## src/rtl/sub16_serial.sv

```systemverilog
// -----------------------------------------------------------------------------
// sub16_serial
//
// Bit-serial subtractor: d = a - b - bin, one bit per clock, LSB first,
// through a single full-adder slice fed with a, ~b and a registered carry.
// A start/done handshake sequences one operation of WIDTH+1 edges.
//
// Handshake: start is sampled only while idle (busy=0). The accepting edge
// captures a, b and bin. After WIDTH more edges, done pulses for one cycle
// with d/bout (and ovf) updated. A start presented in the done cycle is
// accepted, so operations can run back to back. Start while busy is ignored.
//
// Ports:
//   clk    - clock, rising edge
//   rst_b  - synchronous active-low reset
//   start  - request a subtraction (sampled only when idle)
//   a, b   - unsigned minuend / subtrahend, WIDTH bits
//   bin    - borrow-in
//   busy   - operation in progress
//   done   - one-cycle pulse, result just updated
//   d      - difference (mod 2^WIDTH), holds the last result
//   bout   - borrow-out, 1 iff a < b + bin
//   ovf    - signed overflow of a - b - bin
//            (port present only when SUB16_SERIAL_OVF_EN is defined)
//
// Optional feature macro: SUB16_SERIAL_OVF_EN
// -----------------------------------------------------------------------------
module sub16_serial #(
    parameter int WIDTH = 16
) (
    input  logic             clk,
    input  logic             rst_b,
    input  logic             start,
    input  logic [WIDTH-1:0] a,
    input  logic [WIDTH-1:0] b,
    input  logic             bin,
    output logic             busy,
    output logic             done,
    output logic [WIDTH-1:0] d,
    output logic             bout
`ifdef SUB16_SERIAL_OVF_EN
    ,
    output logic             ovf
`endif
);

    localparam int CW = $clog2(WIDTH) + 1;

    typedef enum logic {
        IDLE = 1'b0,
        RUN  = 1'b1
    } state_t;

    state_t state;
    state_t state_next;

    logic [WIDTH-1:0] a_sh;
    logic [WIDTH-1:0] b_sh;
    logic [WIDTH-1:0] res_sh;
    logic             carry;
    logic [CW-1:0]    cnt;

    logic             nb;
    logic             sum;
    logic             cout;
    logic             last;
    logic [WIDTH-1:0] res_next;

    // ---------------------------------------------------------------
    // FSM: state register
    // ---------------------------------------------------------------
    always_ff @(posedge clk) begin
        if (!rst_b) begin
            state <= IDLE;
        end else begin
            state <= state_next;
        end
    end

    // ---------------------------------------------------------------
    // FSM: next-state logic
    // ---------------------------------------------------------------
    always_comb begin
        state_next = state;
        case (state)
            IDLE: if (start) state_next = RUN;
            RUN:  if (last)  state_next = IDLE;
            default: state_next = IDLE;
        endcase
    end

    // ---------------------------------------------------------------
    // FSM: outputs decoded from the state register only
    // ---------------------------------------------------------------
    always_comb begin
        busy = 1'b0;
        if (state == RUN) busy = 1'b1;
    end

    // ---------------------------------------------------------------
    // Full-adder slice: a + ~b + carry (carry starts as ~bin)
    // ---------------------------------------------------------------
    always_comb begin
        nb       = ~b_sh[0];
        sum      = a_sh[0] ^ nb ^ carry;
        cout     = (a_sh[0] & nb) | (a_sh[0] & carry) | (nb & carry);
        // New bit enters at the MSB; after WIDTH shifts bit 0 sits at LSB.
        res_next = {sum, res_sh[WIDTH-1:1]};
        last     = (cnt == CW'(WIDTH - 1));
    end

    // ---------------------------------------------------------------
    // Datapath and result registers
    // ---------------------------------------------------------------
    always_ff @(posedge clk) begin
        if (!rst_b) begin
            a_sh   <= '0;
            b_sh   <= '0;
            res_sh <= '0;
            carry  <= 1'b0;
            cnt    <= '0;
            done   <= 1'b0;
            d      <= '0;
            bout   <= 1'b0;
`ifdef SUB16_SERIAL_OVF_EN
            ovf    <= 1'b0;
`endif
        end else begin
            done <= 1'b0;
            case (state)
                IDLE: begin
                    if (start) begin
                        a_sh  <= a;
                        b_sh  <= b;
                        carry <= ~bin;
                        cnt   <= '0;
                    end
                end
                RUN: begin
                    a_sh   <= a_sh >> 1;
                    b_sh   <= b_sh >> 1;
                    res_sh <= res_next;
                    carry  <= cout;
                    cnt    <= cnt + CW'(1);
                    if (last) begin
                        d    <= res_next;
                        // Carry out of a + ~b + ~bin is the inverse of borrow.
                        bout <= ~cout;
                        done <= 1'b1;
`ifdef SUB16_SERIAL_OVF_EN
                        // On the MSB edge the carry register holds the
                        // carry into the MSB slice.
                        ovf  <= carry ^ cout;
`endif
                    end
                end
                default: ;
            endcase
        end
    end

endmodule

```

## config.mk

```make
export PLATFORM = sky130hd
export DESIGN_NAME = sub16_serial
export DESIGN_NICKNAME = d
export VERILOG_FILES = /design/src/rtl/sub16_serial.sv
export SDC_FILE = /design/constraint.sdc
export NUM_CORES = 1
export LEC_CHECK = 0
export BUFFER_PORTS_ARGS = -buffer_cell sky130_fd_sc_hd__buf_4
export CAP_MARGIN = 40
export CORE_AREA = 10 10 90 92
export CTS_CLUSTER_DIAMETER = 80
export DETAILED_ROUTE_END_ITERATION = 8
export DIE_AREA = 0 0 100 102
export PLACE_DENSITY = 0.74
export SLEW_MARGIN = 30
export SYNTH_ARGS = -nofsm -noshare
export SYNTH_HDL_FRONTEND = slang
export SYNTH_SLANG_ARGS = --single-unit
export TNS_END_PERCENT = 20
```

## constraint.sdc

```tcl
create_clock -name clk -period 1.56 [get_ports clk]
set_input_delay 0.078 -clock clk [delete_from_list [all_inputs] [get_ports clk]]
set_output_delay 0.078 -clock clk [all_outputs]
set_load 0.01 [all_outputs]
```

==> metrics.md <==
| Metric | Value |
|---|---|
| Status | `finished, final reports clean` |
| Fmax | `0.665 GHz` |
| Slowest Stage Delay on Critical Path | `0.34 ns` |
| Adder-Cell Fraction of Synth Area | `0.0184` |
| H-tree levels | `3` |
| Initial antenna violation count | `0` |
| Crit-path cells | `ha_4 -> and3_4 -> ha_4 -> and2_4 -> buf_6 -> buf_12 -> nand2_2 -> o211a_1` |
| CP delay by family, top | `simple AND/OR/NAND/NOR gates` |
| Netlist Area Pre-Place | `3120 µm²` |
| Cell Pwr Density | `961 nW/µm²` |
| GP Congestion | `0.745` |
| Flops & latches, synth | `72` |
| Commonest non-fill, non-tap cells in the layout | `dfxtp_1 (69), nand2_1 (64), buf_4 (58)` |
| Crit path DAT | `1.79 ns` |
| Worst Skew | `0.0103 ns` |
| Post-route core utilization | `0.621` |
| Routed vias | `2,312` |
| IR drop worst, VDD | `0.724 mV` |
| Max_cap viols | `0` |
| DIE HEIGHT | `102 µm` |
| Fin. max-slew vios | `0` |
| Crit path launch type | `flop` |
| Top Ports | `55` |
| Worst path most repeated cell | `ha_4` |
| Reg area | `1450 µm²` |
| HPWL after DPL | `3920 µm` |
| Clock share of power | `0.383` |
| Post-synth top area share | `0.462` |
| R2r setup slk | `0.06 ns` |
| Final Hold Violating Endpoints | `0` |
| Area occupied by multi-input gates | `1560 µm²` |
| P&R area growth vs syn | `25.0%` |
| Commonest non-fill, non-tap cell in the layout | `dfxtp_1` |
| Routed vias/inst | `4.89` |
| Kind of critical path | `reg2reg` |
| Starting Density | `0.497` |
| Fraction of layout cells with a size suffix above 1 | `0.227` |
| Nets | `431` |
| GRT Total Usage | `0.123` |
| Total grt overflow | `0` |
| HP Class | `in2reg` |
| Sw Ratio | `0.240` |
| CTS root buf | `clkbuf_8` |
| Avg Cell Area, Syn | `9.23 µm²` |
| Netlist cell types | `27` |
| Cts bufs inserted | `9` |
| Synth Warn # | `0` |
| Period minus WS final | `1.50 ns` |
| RSZ-0062 raised after global routing | `no` |
| Largest family of logic cells by synthesized area | `simple AND/OR/NAND/NOR gates` |
| WL final | `6070 µm` |
| Cell Rows | `29` |
| Worst-path fanout max | `9` |
| CTS tree | `done` |
| Complex-gate fraction of the synthesized area | `0.109` |
| Internal | `2.85 mW` |
| Skew-Pair Late Insertion Delay | `0.34 ns` |
| Worst path slowest cell | `dfxtp_2` |
| Top area cells in the synthesized netlist | `dfxtp_1 (46%), mux2i_1 (15%), nand2_1 (7.9%)` |
| Slew @ Worst Pin | `0.542 ns` |
| Setup tns final | `0 ns` |
| CP required | `1.85 ns` |
| Critical path buffers and inverters | `2` |
| First-pass GRT wire length | `10,400 µm` |
| Post-Syn Instances | `338` |
| ANT cells | `0` |
| Filler instances | `557` |
| Sequential Power Share | `0.518` |
| Drt pass-1 iters | `4` |
| NetSw | `0.901 mW` |
| Worst setup EP type | `flop` |
| Comb pwr share | `0.099` |
| Residual DRC | `0` |
| XOR/XNOR Fraction of Synth Area | `0.00281` |
| Leak pwr | `1.63 nW` |
| Largest net degree at the start of global routing | `72` |
| Placeable Area | `6280 µm²` |
| CTS sink cnt | `72` |
| Post-synthesis sequential area ratio | `0.462` |
| Setup violators final | `0` |
| Synth Area in Simple Gates | `0.204` |
| Die W | `100 µm` |
| Synth Net Count | `378` |
| Final critical-path share of the clock period | `0.964` |
| Post-synth top area cell | `dfxtp_1` |
| Relative slew slack | `0.639` |
| Drt first-iter violations | `122` |
| Max Buffers Root-to-Sink | `2` |
| Post-synthesis mux area share | `0.154` |
| Clock transition at path regs | `0.08 ns` |
| Post-route ant nets | `0` |
| Vias in the first global route | `2,392` |
| WL/cell | `12.8 µm` |
| Die footprint | `10,200 µm²` |
| PortBufs | `54` |
[area by class of cell]
type | instances | share of cell area
clock buffers | 9 | 0.0318
clock inverters | 7 | 0.0183
multi-input cells | 238 | 0.400
repair buffers | 67 | 0.152
flip-flops and latches | 72 | 0.370
inverters | 3 | 0.00289
well taps | 77 | 0.0247
[synth_stat cells (all sizes together)]
library cell and count:
nand2 66, mux2i 48, o21ai 31, clkbuf 11, nor2 3, nor3b 3, ha 3, and3 2
o211a 1, o21a 3, nor2b 20, buf 14, nand3 1, fa 1, nor3 1, a211o 1
a21boi 17, nand2b 1, xor2 1, dfxtp 72, a21oi 3, inv 3, and2 32
[stage by stage]
step	area (µm²)	hold WS, ns	instances	setup WS (ns)	total power [mW]
detailed placement	3610	0.330	452	0.0226	2.35
floorplan	3130	0.225	338	0.0166	2.22
finish	3900	0.0263	473	0.0558	3.75
global placement	3610	0.320	452	0.0881	2.34
CTS	3880	0.0107	472	0.0188	3.80
global route	3900	0.0157	473	0.00374	3.92
[routing by layer]
layer / vias to the layer above / wire length (µm) / track usage
li1: 1226 / - / -
met1: 1047 / 2830 / 0.134
met2: 32 / 2880 / 0.211
met3: 7 / 237 / 0.0310
met4: 0 / 117 / 0.0739
met5: - / 0 / 0
[flip-flops by register name (all words and copies together), names as in the netlist]
name    count
a_sh       16
d          16
cnt         5
b_sh       16
done        1
bout        1
state       1
res_sh     15
carry       1
[power groups by stage]
stage	Clock, mW	Combinational (mW)	Sequential [mW]
CTS	1.48	0.377	1.94
detailed placement	0	0.370	1.98
finish	1.44	0.371	1.94
global placement	0	0.365	1.98
floorplan	0	0.254	1.97
global route	1.55	0.419	1.95
[logic make-up after synthesis]
| family | Yosys count |
|---|---|
| XOR/XNOR | 1 |
| flip-flops | 72 |
| AO/OA/AOI/OAI | 56 |
| AND/OR/NAND/NOR | 129 |
| multiplexers | 48 |
| buffers and inverters | 28 |
| adder cells (fa/ha/maj) | 4 |
[timing repair]
item,4_1_cts,5_1_grt
setup buffers,1,1
setup endpoints to repair,1,9
cloned,1,0
resized for setup,7,10
hold endpoints to repair,2,0
hold buffers,2,0
[worst paths after layout]
kind	endpoint	cells after the start	start
min reg2reg	d[2]	2	d[2]
min	carry	3	bin
max reg2reg	bout	8	cnt[1]
max	bout	8	cnt[1]
[worst reg2reg max path, cell delays in order, from the launching register on]
cell     delay (ns)
dfxtp_2        0.34
ha_4           0.16
and3_4         0.19
ha_4           0.16
and2_4         0.18
buf_6          0.12
buf_12         0.13
nand2_2        0.06
o211a_1        0.13
No activity file was read; power rests on OpenSTA's default activity.
